<file path="config.mk">
export PLATFORM = sky130hd
export DESIGN_NAME = uart_tx_cfg_flat
export DESIGN_NICKNAME = d
export VERILOG_FILES = /design/src/rtl/uart_tx_cfg_if.sv /design/src/rtl/uart_tx_cfg.sv /design/src/flat_wrapper.sv
export SDC_FILE = /design/constraint.sdc
export NUM_CORES = 1
export LEC_CHECK = 0
export CORE_MARGIN = 4
export CORE_UTILIZATION = 40
export CTS_BUF_LIST = sky130_fd_sc_hd__clkbuf_4
export CTS_CLUSTER_SIZE = 12
export DETAILED_ROUTE_END_ITERATION = 8
export PLACE_DENSITY = 0.72
export SLEW_MARGIN = 30
export SYNTH_ARGS = -nofsm -noshare
export SYNTH_HDL_FRONTEND = slang
export SYNTH_SLANG_ARGS = --single-unit
</file>
<file path="constraint.sdc">
create_clock -name clk_i -period 2.3 [get_ports clk_i]
set_input_delay 0.69 -clock clk_i [delete_from_list [all_inputs] [get_ports clk_i]]
set_output_delay 0.69 -clock clk_i [all_outputs]
set_load 0.02 [all_outputs]
</file>
<file path="src/rtl/uart_tx_cfg_if.sv">
// FIFO read-side handshake between the TX FIFO and the UART transmitter.
// The transmitter is the master: it issues the pop strobe and consumes data.
interface uart_tx_cfg_if #(
    parameter int DATA_W = 8
) ();
    logic [DATA_W-1:0] fifo_data;
    logic              fifo_empty;
    logic              fifo_rd;

    modport master (
        output fifo_rd,
        input  fifo_data,
        input  fifo_empty
    );

    modport slave (
        input  fifo_rd,
        output fifo_data,
        output fifo_empty
    );
endinterface

</file>
<file path="src/rtl/uart_tx_cfg.sv">
// Single-clock configurable UART transmitter: 5-8 data bits, optional
// even/odd parity, 1 or 2 stop bits, line break. Bit timing comes from an
// internal divider; frame configuration is latched once per frame.
module uart_tx_cfg #(
    parameter int DIV_W  = 16,
    parameter int DATA_W = 8
) (
    input  logic             clk_i,
    input  logic             rstn_i,
    input  logic             tx_en_i,
    input  logic [DIV_W-1:0] baud_div_i,
    input  logic [1:0]       data_bits_i,
    input  logic             parity_en_i,
    input  logic             parity_odd_i,
    input  logic             stop2_i,
    input  logic             break_i,
    uart_tx_cfg_if.master    fifo_if,
    output logic             tx_o,
    output logic             busy_o,
    output logic             done_o,
    output logic [1:0]       tx_stat_o
);

    typedef enum logic [2:0] {
        IDLE,
        FETCH,
        LOAD,
        START,
        DATA,
        PARITY,
        STOP
    } state_e;

    state_e            state_q;
    logic              tx_q;
    logic              fifo_rd_q;
    logic              busy_q;
    logic              done_q;
    logic [DIV_W-1:0]  cnt_q;
    logic [DIV_W-1:0]  div_q;
    logic [DATA_W-1:0] shift_q;
    logic [3:0]        nbits_q;
    logic [3:0]        bit_idx_q;
    logic              stop_idx_q;
    logic              par_en_q;
    logic              stop2_q;
    logic              par_q;

    logic [DATA_W-1:0] load_mask;
    logic              bit_end;
    logic [DIV_W-1:0]  cnt_next;
    logic              last_data;
    logic              last_stop;
    logic              div_zero;
    logic              can_start;

    assign bit_end   = (cnt_q == div_q);
    assign cnt_next  = bit_end ? '0 : cnt_q + DIV_W'(1);
    assign last_data = (bit_idx_q == nbits_q - 4'd1);
    assign last_stop = (stop_idx_q == stop2_q);
    assign div_zero  = (div_q == '0);
    assign can_start = tx_en_i && !fifo_if.fifo_empty && !break_i;

    // Mask of the data bits that belong to the frame being loaded.
    always_comb begin
        load_mask = '0;
        for (int unsigned i = 0; i < DATA_W; i++) begin
            if (i < (32'd5 + 32'(data_bits_i))) begin
                load_mask[i] = 1'b1;
            end
        end
    end

    // Frame sequencer; every output is a register updated here. done_q is
    // raised one cycle early (or on entry when a bit lasts one cycle) so the
    // pulse lands on the last cycle of the last stop bit.
    always_ff @(posedge clk_i or negedge rstn_i) begin
        if (!rstn_i) begin
            state_q    <= IDLE;
            tx_q       <= 1'b1;
            fifo_rd_q  <= 1'b0;
            busy_q     <= 1'b0;
            done_q     <= 1'b0;
            cnt_q      <= '0;
            div_q      <= '0;
            shift_q    <= '0;
            nbits_q    <= '0;
            bit_idx_q  <= '0;
            stop_idx_q <= 1'b0;
            par_en_q   <= 1'b0;
            stop2_q    <= 1'b0;
            par_q      <= 1'b0;
        end else begin
            fifo_rd_q <= 1'b0;
            done_q    <= 1'b0;
            unique case (state_q)
                IDLE: begin
                    tx_q  <= ~break_i;
                    cnt_q <= '0;
                    if (can_start) begin
                        state_q   <= FETCH;
                        fifo_rd_q <= 1'b1;
                    end
                end
                FETCH: begin
                    state_q <= LOAD;
                end
                LOAD: begin
                    shift_q    <= fifo_if.fifo_data;
                    div_q      <= baud_div_i;
                    nbits_q    <= 4'd5 + {2'b00, data_bits_i};
                    par_en_q   <= parity_en_i;
                    stop2_q    <= stop2_i;
                    par_q      <= (^(fifo_if.fifo_data & load_mask)) ^ parity_odd_i;
                    busy_q     <= 1'b1;
                    cnt_q      <= '0;
                    bit_idx_q  <= '0;
                    stop_idx_q <= 1'b0;
                    tx_q       <= 1'b0;
                    state_q    <= START;
                end
                START: begin
                    cnt_q <= cnt_next;
                    if (bit_end) begin
                        state_q   <= DATA;
                        bit_idx_q <= '0;
                        tx_q      <= shift_q[0];
                    end
                end
                DATA: begin
                    cnt_q <= cnt_next;
                    if (bit_end) begin
                        if (last_data) begin
                            stop_idx_q <= 1'b0;
                            if (par_en_q) begin
                                state_q <= PARITY;
                                tx_q    <= par_q;
                            end else begin
                                state_q <= STOP;
                                tx_q    <= 1'b1;
                                done_q  <= !stop2_q && div_zero;
                            end
                        end else begin
                            bit_idx_q <= bit_idx_q + 4'd1;
                            shift_q   <= shift_q >> 1;
                            tx_q      <= shift_q[1];
                        end
                    end
                end
                PARITY: begin
                    cnt_q <= cnt_next;
                    if (bit_end) begin
                        state_q    <= STOP;
                        stop_idx_q <= 1'b0;
                        tx_q       <= 1'b1;
                        done_q     <= !stop2_q && div_zero;
                    end
                end
                STOP: begin
                    cnt_q <= cnt_next;
                    if (last_stop && !div_zero && (cnt_q == div_q - DIV_W'(1))) begin
                        done_q <= 1'b1;
                    end
                    if (bit_end) begin
                        if (!last_stop) begin
                            stop_idx_q <= 1'b1;
                            done_q     <= div_zero;
                        end else if (can_start) begin
                            state_q   <= FETCH;
                            fifo_rd_q <= 1'b1;
                        end else begin
                            state_q <= IDLE;
                            busy_q  <= 1'b0;
                            tx_q    <= ~break_i;
                        end
                    end
                end
                default: begin
                    state_q <= IDLE;
                end
            endcase
        end
    end

    assign tx_o            = tx_q;
    assign fifo_if.fifo_rd = fifo_rd_q;
    assign busy_o          = busy_q;
    assign done_o          = done_q;
    assign tx_stat_o       = {done_q, busy_q};

endmodule

</file>
<file path="src/flat_wrapper.sv">
// flat-port wrapper written by rule: the top's interface ports become plain ports
module uart_tx_cfg_flat 
#(
    parameter int DIV_W  = 16,
    parameter int DATA_W = 8
)
  (clk_i, rstn_i, tx_en_i, baud_div_i, data_bits_i, parity_en_i, parity_odd_i, stop2_i, break_i, tx_o, busy_o, done_o, tx_stat_o, fifo_if_fifo_rd, fifo_if_fifo_data, fifo_if_fifo_empty);
  uart_tx_cfg_if #(.DATA_W(DATA_W)) fifo_if_i ();
  input  logic clk_i;
  input  logic rstn_i;
  input  logic tx_en_i;
  input  logic [DIV_W-1:0] baud_div_i;
  input  logic [1:0] data_bits_i;
  input  logic parity_en_i;
  input  logic parity_odd_i;
  input  logic stop2_i;
  input  logic break_i;
  output logic tx_o;
  output logic busy_o;
  output logic done_o;
  output logic [1:0] tx_stat_o;
  output wire logic [$bits(fifo_if_i.fifo_rd)-1:0] fifo_if_fifo_rd;
  input wire logic [$bits(fifo_if_i.fifo_data)-1:0] fifo_if_fifo_data;
  input wire logic [$bits(fifo_if_i.fifo_empty)-1:0] fifo_if_fifo_empty;
  assign fifo_if_fifo_rd = fifo_if_i.fifo_rd;
  assign fifo_if_i.fifo_data = fifo_if_fifo_data;
  assign fifo_if_i.fifo_empty = fifo_if_fifo_empty;
  uart_tx_cfg #(.DIV_W(DIV_W), .DATA_W(DATA_W)) u_core (.clk_i(clk_i), .rstn_i(rstn_i), .tx_en_i(tx_en_i), .baud_div_i(baud_div_i), .data_bits_i(data_bits_i), .parity_en_i(parity_en_i), .parity_odd_i(parity_odd_i), .stop2_i(stop2_i), .break_i(break_i), .fifo_if(fifo_if_i), .tx_o(tx_o), .busy_o(busy_o), .done_o(done_o), .tx_stat_o(tx_stat_o));
endmodule
</file>
==> flow_summary.yaml, run 1 <==
status:
  status: "finished with violations"
  violations: "setup timing"
route:
  post-route-drc-count: 0
  vias: 3440
  wire_per_inst_um: 14.9
  avgViaCountPerCell: 5.39
  drtIter0Drc: 153
  drtAntennaViolNets: 0
  finalWirelength_um: 9500
  firstDrtPassIters: 5
setup_path:
  cp.arrival_ns: 2.64
  cpPeakStageDelay_ns: 0.56
  crit_path_start_kind: "flip-flop"
  worstSetupPathType: "reg -> reg"
  critical_path.max_fanout: 5
  required_ns: 2.59
  r2r_start: "u_core.cnt_q[7]$_DFFE_PN0P_"
  end_kind: "flip-flop"
  startpoint: "u_core.cnt_q[7]$_DFFE_PN0P_"
  critPathSlowestCell: "or4_4"
  reg2reg_slack_ns: -0.05
  cp_cell_sequence: "xor2_1 > or4_4 > nor4_4 > buf_6 > nand2_2 > a22o_1 > mux2_4"
worst_hold_path:
  hold_path_class: "in -> async"
pwr:
  seq_power_share_pct: 52.2
  p_sw_mw: 0.443
  intPower_mw: 1.55
  combPwrFrac_pct: 6.7
  p_clk_share_pct: 41.1
  p_leak_nw: 2.09
  ir_drop_mv: 0.305
  p_per_area_mw_per_mm2: 416
  p_sw_share_pct: 22.3
yosys:
  yosysUniqueCellTypes: 55
  synth_ff_type: "dfrtp_1"
  synth_seq_area_share_pct: 40.2
  syn-num-nets: 482
  synth-edff-count: 0
  synth_area_mm2: 0.00368
  synthCells: 441
  yosysWarnings: 0
  synthArstFlopShare_pct: 100
  syn_avg_cell_area_um2: 8.34
  synth-seq-cells: 59
job:
  max_cap_viol_count: 0
timing:
  min_period_ns: 2.35
  postLayoutSetupSlackWorst_ns: -0.0550
  fin_setup_tns_ns: -0.0944
  max_slew_margin_pct: 61.2
  fin_skew_ns: 0.0137
  timing.hold.ws_ns: 0.272
  worst_pin_slew_ns: 0.583
  rsz0062_at_grt: "true"
  setup_viol: 2
  finalHoldViolations: 0
  fmax_mhz: 425
  drv_slew: 0
  post-route-period-util_pct: 102
final_layout:
  utilization_pct: 54.0
  synthToLayoutAreaGrowth_pct: 29.8
  final_cell_area_mm2: 0.00478
  fin_nets: 566
  drive_above_1_share_pct: 18.3
  n_fill_cell: 812
  multi_input_area_mm2: 0.00210
  register_area_mm2: 0.00148
  diodes: 0
global_routing:
  grt-ovfl-total: 0
  grtUsageTotal_pct: 17.7
  grt_pass1_vias: 3379
  grt_max_degree: 30
  antenna_found_initial: 0
  grt_pass1_wl_um: 16000
place:
  dp_hpwl_um: 6900
  place_ws_ns: -0.238
  postPlaceCellArea_mm2: 0.00450
  place_congestion: 0.951
  place.port_buffers: 39
die:
  num_io_pins: 40
  core_area_mm2: 0.00885
  rows: 34
  die_w_um: 104
  start_util_pct: 41.6
  die_y_um: 104
  die_area_mm2: 0.0108
cts:
  ctsHoldBuffers: 0
  cts_max_path_buffers: 2
  cts.clk_slew.worst_paths_ns: 0.10
  h-tree-depth: 3
  cts_root_buf: "clkbuf_4"
  cts_tree: "yes"
  cts_inserted_buffers: 9
  cts.sink_count: 59
  insertion_delay_ns: 0.40
==> worst max-delay path: cells and delay by family (launching register included) <==
kind / cells / cell delay [ns]
AO/OA/AOI/OAI: 1 / 0.26
XOR/XNOR: 1 / 0.18
multiplexers: 1 / 0.30
buffers and inverters: 1 / 0.19
flip-flops: 1 / 0.41
AND/OR/NAND/NOR: 3 / 0.92
==> power groups by stage <==
| stage | sequential (mW) | combinational, mW | clock (mW) |
|---|---|---|---|
| floorplan | 1.06 | 0.0348 | 0 |
| global placement | 1.06 | 0.133 | 0 |
| detailed placement | 1.06 | 0.135 | 0 |
| CTS | 1.04 | 0.135 | 0.838 |
| global route | 1.04 | 0.146 | 0.891 |
| finish | 1.04 | 0.132 | 0.818 |
==> cell type report <==
cell class              count  area share, %
flip-flops and latches     59           31.0
inverters                  19           1.49
clock buffers               9           1.41
clock inverters             7           1.73
repair buffers             95           17.6
well taps                 108           2.83
multi-input cells         341           44.0
==> stage by stage <==
step | cells | power [mW]
6_report | 638 | 1.99
5_1_grt | 638 | 2.08
4_1_cts | 632 | 2.01
3_5_place_dp | 614 | 1.19
3_3_place_gp | 614 | 1.19
2_1_floorplan | 441 | 1.10
==> cells in the mapped netlist, drive strengths merged (3+ instances only) <==
cell,number,area share (%)
nand2,96,9.8
dfrtp,58,39
o21ai,37,5.0
xnor2,25,6.0
inv,19,1.9
nor2,19,1.9
nand3,16,2.2
clkbuf,15,1.5
a21oi,14,1.9
nor3,14,1.9
xor2,14,3.3
or3,10,1.7
a31oi,8,1.4
buf,8,1.5
nand2b,8,1.4
ha,7,2.4
nor4,7,1.6
nand4,6,1.0
a21o,5,1.1
a22o,4,0.95
and3,4,0.68
mux2i,4,1.1
nor3b,4,0.82
or4,4,0.82
mux2,3,1.0
nand4b,3,0.71
nor2b,3,0.51
o211ai,3,0.61
==> sequential cells by signal, summed over array words and instances (netlist names) <==
name,count
u_core.bit_idx_q,4
u_core.busy_o,1
u_core.cnt_q,16
u_core.div_q,16
u_core.done_o,1
u_core.fifo_if.fifo_rd,1
u_core.nbits_q,4
u_core.par_en_q,1
u_core.par_q,1
u_core.shift_q,8
u_core.state_q,3
u_core.stop2_q,1
u_core.stop_idx_q,1
u_core.tx_o,1
==> worst paths after layout <==
check,endpoint,cells past startpoint
worst max-delay path,u_core.state_q[0]$_DFFE_PN0P_,7
worst min-delay path,u_core.cnt_q[10]$_DFFE_PN0P_,1
worst max register to register,u_core.state_q[0]$_DFFE_PN0P_,7
worst min register to register,u_core.par_q$_DFFE_PN0P_,2
max in group asynchronous,u_core.tx_o$_DFFE_PN1P_,2
min in group clk_i,u_core.par_q$_DFFE_PN0P_,2
==> repair_timing <==
item,4_1_cts,5_1_grt
pin swaps,6,9
setup endpoints to repair,19,24
gates resized for setup,7,13
cloned,0,1
setup buffers,2,6
==> kinds of logic after synthesis <==
logic type / count (synthesis) / synth area share (%)
AOI/OAI and AO/OA: 85 / 14.3
adders and majority gates: 7 / 2.38
muxes: 7 / 2.11
xor gates and xnor gates: 39 / 9.28
and+or+nand+nor: 202 / 26.8
buffers and inverters: 42 / 4.96
DFF: 59 / 40.2
==> metal layers <==
layer	up-vias	wire (µm)	global-route usage [%]	share of wire (%)
li1	1693	-	-	-
met1	1659	4020	22.4	42
met2	84	4930	30.9	52
met3	4	507	3.29	5.3
met4	0	34	4.46	0.36
met5	-	0	0	0
==> layout by cell type (no fill, tap or decap), types with 5 or more instances in the layout <==
| cell | count |
|---|---|
| a21oi_1 | 13 |
| a31oi_1 | 8 |
| buf_4 | 52 |
| clkbuf_4 | 9 |
| clkdlybuf4s50_1 | 38 |
| dfrtp_1 | 57 |
| ha_1 | 6 |
| inv_1 | 19 |
| nand2_1 | 95 |
| nand2b_1 | 8 |
| nand3_1 | 16 |
| nand4_1 | 6 |
| nor2_1 | 17 |
| nor3_1 | 14 |
| nor4_1 | 5 |
| o21ai_0 | 34 |
| or3_1 | 10 |
| xnor2_1 | 24 |
| xor2_1 | 14 |
Power figures use the tool's default switching activity.
==> run 2: changes to the inputs <==
--- a/config.mk
+++ b/config.mk
@@ -10,7 +10,9 @@
 export CTS_BUF_LIST = sky130_fd_sc_hd__clkbuf_4
 export CTS_CLUSTER_SIZE = 12
 export DETAILED_ROUTE_END_ITERATION = 8
+export GPL_ROUTABILITY_DRIVEN = 0
 export PLACE_DENSITY = 0.72
+export SETUP_SLACK_MARGIN = 0.02
 export SLEW_MARGIN = 30
 export SYNTH_ARGS = -nofsm -noshare
 export SYNTH_HDL_FRONTEND = slang
==> flow_summary.yaml, run 2 (synthesis gave the netlist of run 1 again) <==
setup_path:
  critPathSlowestCell: "or4_4"
  reg2reg_slack_ns: -0.12
  cp.arrival_ns: 2.73
  r2r_end: "u_core.state_q[0]$_DFFE_PN0P_"
  worstSetupPathType: "reg -> reg"
  reg2reg_depth: 7
  crit_path_start_kind: "flip-flop"
  r2r_start: "u_core.div_q[7]$_DFFE_PN0P_"
  end_kind: "flip-flop"
  critical_path.max_fanout: 6
  required_ns: 2.61
  cp_cell_sequence: "xor2_2 > or4_4 > nor4_4 > buf_6 > nand2_4 > a22o_1 > mux2_4"
  cpPeakStageDelay_ns: 0.55
die:
  core_area_mm2: 0.00885
  die_area_mm2: 0.0108
  die_w_um: 104
  rows: 34
  die_y_um: 104
  start_util_pct: 41.6
  num_io_pins: 40
timing:
  fin_skew_ns: 0.0210
  min_period_ns: 2.42
  rsz0062_at_grt: "true"
  setup_viol: 13
  max_slew_margin_pct: 49.7
  post-route-period-util_pct: 105
  postLayoutSetupSlackWorst_ns: -0.121
  finalHoldViolations: 0
  drv_slew: 0
  fmax_mhz: 413
  timing.hold.ws_ns: 0.201
  worst_pin_slew_ns: 0.751
cts:
  cts_root_buf: "clkbuf_4"
  insertion_delay_ns: 0.43
  cts_tree: "yes"
  cts.clk_slew.worst_paths_ns: 0.11
  h-tree-depth: 3
  ctsHoldBuffers: 0
  cts_max_path_buffers: 2
  cts.sink_count: 59
  cts_inserted_buffers: 9
job:
  max_cap_viol_count: 0
pwr:
  p_sw_mw: 0.480
  p_per_area_mw_per_mm2: 457
  seq_power_share_pct: 46.1
  ir_drop_mv: 0.398
  combPwrFrac_pct: 5.7
  intPower_mw: 1.77
  p_sw_share_pct: 21.3
  p_clk_share_pct: 48.2
  p_leak_nw: 2.16
final_layout:
  drive_above_1_share_pct: 20.2
  fin_nets: 566
  diodes: 0
  final_cell_mix: "nand2_1 (95), dfrtp_1 (58), buf_4 (46)"
  synthToLayoutAreaGrowth_pct: 33.8
  final_cell_area_mm2: 0.00492
  final_common_cell: "nand2_1"
  top_regs: "u_core.cnt_q x16, u_core.div_q x16, u_core.shift_q x8"
  n_fill_cell: 808
  final-instance-count-excl-fill: 638
global_routing:
  grt_pass1_vias: 3500
  antenna_found_initial: 0
  grt_max_degree: 44
  grt_pass1_wl_um: 16200
  grtUsageTotal_pct: 18.2
  grt-ovfl-total: 0
route:
  drtAntennaViolNets: 0
  firstDrtPassIters: 4
  wire_per_inst_um: 15.3
  vias: 3453
  drtIter0Drc: 125
  post-route-drc-count: 0
  finalWirelength_um: 9750
  avgViaCountPerCell: 5.41
status:
  status: "finished with violations"
  violations: "setup timing"
place:
  place_inst: 614
  place_ws_ns: -0.267
  dp_hpwl_um: 6830
  postPlaceCellArea_mm2: 0.00448
  place.port_buffers: 39
worst_hold_path:
  hold_path_class: "in -> async"
## run 2: changes by cell type in the layout (fill, tap and decap cells not counted), moves of 4 or more
cell / delta
buf_4: -6
buf_6: +4
o21ai_0: -12
o21ai_1: +10
## run 2: worst max-delay path, delay by kind of cell, from the launching register on
kind	cells	cell delay [ns]
multiplexers	1	0.31
AO/OA/AOI/OAI	1	0.25
buffers and inverters	1	0.19
flip-flops	1	0.44
XOR/XNOR	1	0.20
AND/OR/NAND/NOR	3	0.94
## run 2: layout make-up
class | count | area (µm²) | area share (%)
clock buffer | 9 | 67.6 | 1.37
clock inverter | 7 | 140 | 2.85
inverter | 19 | 71.3 | 1.45
multi-input combinational | 342 | 2170 | 44.1
sequential | 59 | 1480 | 30.0
tap | 108 | 135 | 2.75
timing repair buffer | 94 | 861 | 17.5
## run 2: metrics by stage
step / setup TNS, ns / power [mW] / util [%]
after floorplan: 0 / 1.10 / -
after global placement: -0.514 / 1.19 / 50.6
after detailed placement: -1.52 / 1.19 / 50.6
after CTS: -0.164 / 2.26 / 53.9
after global routing: -2.18 / 2.33 / 55.6
final: -0.664 / 2.25 / 55.6
## run 2: power groups by stage
stage | sequential (mW) | combinational, mW | clock, mW
finish | 1.04 | 0.129 | 1.08
global route | 1.04 | 0.142 | 1.15
CTS | 1.04 | 0.131 | 1.09
global placement | 1.06 | 0.128 | 0
detailed placement | 1.06 | 0.130 | 0
floorplan | 1.06 | 0.0348 | 0
## run 2: worst max path at each step
| stage | startpoint | depth (start not counted) | slack [ns] | end |
|---|---|---|---|---|
| finish | u_core.div_q[7]$_DFFE_PN0P_ | 7 | -0.12 | u_core.state_q[0]$_DFFE_PN0P_ |
| global route | u_core.div_q[7]$_DFFE_PN0P_ | 7 | -0.17 | u_core.state_q[0]$_DFFE_PN0P_ |
| CTS | u_core.cnt_q[3]$_DFFE_PN0P_ | 7 | -0.09 | u_core.state_q[0]$_DFFE_PN0P_ |
| detailed placement | tx_en_i | 6 | -0.27 | u_core.state_q[0]$_DFFE_PN0P_ |
| global placement | tx_en_i | 6 | -0.23 | u_core.state_q[0]$_DFFE_PN0P_ |
| floorplan | u_core.div_q[0]$_DFFE_PN0P_ | 7 | 0.04 | u_core.state_q[0]$_DFFE_PN0P_ |
## run 2: repair_timing
action,CTS,global route
cloned,2,1
endpoints found under the setup margin,23,35
resized for setup,20,32
setup buffers,3,5
pin swaps,9,22
## run 2: metal layers
layer  vias up  share of wire, %  global-route usage (%)
li1       1697                 -                       -
met1      1652                43                    21.6
met2        84                50                    32.4
met3        20               4.0                    3.66
met4         0               2.8                    6.55
met5         -                 0                       0
==> run 3: changes to the inputs <==
--- a/config.mk
+++ b/config.mk
@@ -8,7 +8,7 @@
 export CORE_MARGIN = 4
 export CORE_UTILIZATION = 40
 export CTS_BUF_LIST = sky130_fd_sc_hd__clkbuf_4
-export CTS_CLUSTER_SIZE = 12
+export CTS_CLUSTER_SIZE = 24
 export DETAILED_ROUTE_END_ITERATION = 8
 export GPL_ROUTABILITY_DRIVEN = 0
 export PLACE_DENSITY = 0.72
==> constraint.sdc (replaced) <==
create_clock -name clk_i -period 2.05 [get_ports clk_i]
set_input_delay 0.615 -clock clk_i [delete_from_list [all_inputs] [get_ports clk_i]]
set_output_delay 0.615 -clock clk_i [all_outputs]
set_load 0.02 [all_outputs]
==> flow_summary.yaml, run 3 (synthesis gave the netlist of run 1 again) <==
timing:
  fin_skew_ns: 0.0199
  timing.hold.ws_ns: 0.171
  drv_slew: 0
  finalHoldViolations: 0
  max_slew_margin_pct: 54.9
  worst_pin_slew_ns: 0.674
  fmax_mhz: 429
  min_period_ns: 2.33
  postLayoutSetupSlackWorst_ns: -0.283
  fin_setup_tns_ns: -6.22
  post-route-period-util_pct: 114
  setup_viol: 35
  rsz0062_at_grt: "true"
cts:
  h-tree-depth: 3
  cts.sink_count: 59
  insertion_delay_ns: 0.41
  cts_root_buf: "clkbuf_4"
  cts_inserted_buffers: 9
  ctsHoldBuffers: 0
  cts.clk_slew.worst_paths_ns: 0.12
  cts_max_path_buffers: 2
  cts_tree: "yes"
setup_path:
  crit_path_start_kind: "flip-flop"
  cp_cell_sequence: "xor2_1 > or4_4 > nor4_4 > buf_4 > nand2_2 > a22o_1 > mux2_4"
  required_ns: 2.34
  cpPeakStageDelay_ns: 0.55
  r2r_end: "u_core.state_q[0]$_DFFE_PN0P_"
  critPathSlowestCell: "or4_4"
  cp_top_family: "simple AND/OR/NAND/NOR gates"
  crit_buf_inv: 1
  reg2reg_depth: 7
  r2r_start: "u_core.cnt_q[0]$_DFFE_PN0P_"
  critical_path.max_fanout: 6
  cp.arrival_ns: 2.62
  end_kind: "flip-flop"
  reg2reg_slack_ns: -0.28
  worstSetupPathType: "reg -> reg"
final_layout:
  register_area_mm2: 0.00148
  top_regs: "u_core.cnt_q x16, u_core.div_q x16, u_core.shift_q x8"
  fin_nets: 591
  final_cell_area_mm2: 0.00495
  n_fill_cell: 814
  multi_input_area_mm2: 0.00213
  final-instance-count-excl-fill: 663
  drive_above_1_share_pct: 22.3
  diodes: 0
  final_cell_mix: "nand2_1 (95), buf_4 (72), dfrtp_1 (58)"
  final_common_cell: "nand2_1"
  synthToLayoutAreaGrowth_pct: 34.5
die:
  num_io_pins: 40
  core_area_mm2: 0.00885
  die_w_um: 104
  die_y_um: 104
  start_util_pct: 41.6
  die_area_mm2: 0.0108
  rows: 34
place:
  dp_hpwl_um: 7010
  place.port_buffers: 39
  postPlaceCellArea_mm2: 0.00467
  place_inst: 639
global_routing:
  grt_max_degree: 60
  grtUsageTotal_pct: 18.7
  grt-ovfl-total: 0
  grt_pass1_vias: 3619
  antenna_found_initial: 0
  grt_pass1_wl_um: 16700
route:
  wire_per_inst_um: 14.8
  drtAntennaViolNets: 0
  avgViaCountPerCell: 5.44
  drtIter0Drc: 175
  post-route-drc-count: 0
  finalWirelength_um: 9820
  vias: 3608
  firstDrtPassIters: 4
status:
  violations: "setup timing"
  status: "finished with violations"
pwr:
  p_per_area_mw_per_mm2: 410
  p_leak_nw: 2.27
  p_total_mw: 2.03
  ir_drop_mv: 0.366
worst_hold_path:
  hold_path_class: "in -> async"
job:
  max_cap_viol_count: 0
## run 3: cell count changes in the layout (fill, tap and decap cells not counted), moves of 4 or more
cell | previous run | this run
bufinv_16 | 4 | 0
buf_4 | 46 | 72
o21ai_1 | 12 | 18
o21ai_0 | 22 | 18
clkdlybuf4s50_1 | 37 | 32
## run 3: area by class of cell
cell class,instances,area share (%)
multi-input cells,342,42.9
inverters,19,1.44
clock buffers,11,1.67
flip-flops and latches,59,29.8
repair buffers,119,20.8
well taps,108,2.73
clock inverters,5,0.607
## run 3: how the worst max path moves through the flow
stage / start / endpoint / slack, ns / cells past startpoint
floorplan: u_core.div_q[0]$_DFFE_PN0P_ / u_core.state_q[0]$_DFFE_PN0P_ / -0.21 / 7
global placement: tx_en_i / u_core.state_q[0]$_DFFE_PN0P_ / -0.40 / 6
detailed placement: tx_en_i / u_core.state_q[0]$_DFFE_PN0P_ / -0.42 / 6
CTS: u_core.cnt_q[0]$_DFFE_PN0P_ / u_core.state_q[0]$_DFFE_PN0P_ / -0.28 / 7
global route: u_core.cnt_q[0]$_DFFE_PN0P_ / u_core.state_q[0]$_DFFE_PN0P_ / -0.36 / 7
finish: u_core.cnt_q[0]$_DFFE_PN0P_ / u_core.state_q[0]$_DFFE_PN0P_ / -0.28 / 7
## run 3: metrics by stage
stage | util [%] | setup slack [ns]
6_report | 56.0 | -0.283
4_1_cts | 55.8 | -0.280
5_1_grt | 56.0 | -0.355
3_3_place_gp | 52.8 | -0.402
2_1_floorplan | - | -0.212
3_5_place_dp | 52.8 | -0.420
## run 3: repair_timing
item | in CTS | in global routing
setup buffers | 4 | 1
resized for setup | 44 | 4
setup endpoints to repair | 39 | 39
pin swaps | 24 | 3
gates cloned | 3 | 0
## run 3: where the power goes
group	internal [mW]	switching, mW
registers	1.16	0.000356
clock network	0.270	0.446
logic	0.0893	0.0601
## run 3: layer usage
metal | up-vias | GRT usage (%) | wire, µm
met5 | - | 0 | 0
met4 | 0 | 6.93 | 262
met2 | 105 | 33.0 | 4960
li1 | 1742 | - | -
met3 | 23 | 4.84 | 533
met1 | 1738 | 21.7 | 4060
## run 3: worst register-to-register path, cell delays in order, from the launching register on
cell	delay [ns]
dfrtp_1	0.41
xor2_1	0.18
or4_4	0.55
nor4_4	0.27
buf_4	0.20
nand2_2	0.05
a22o_1	0.25
mux2_4	0.30
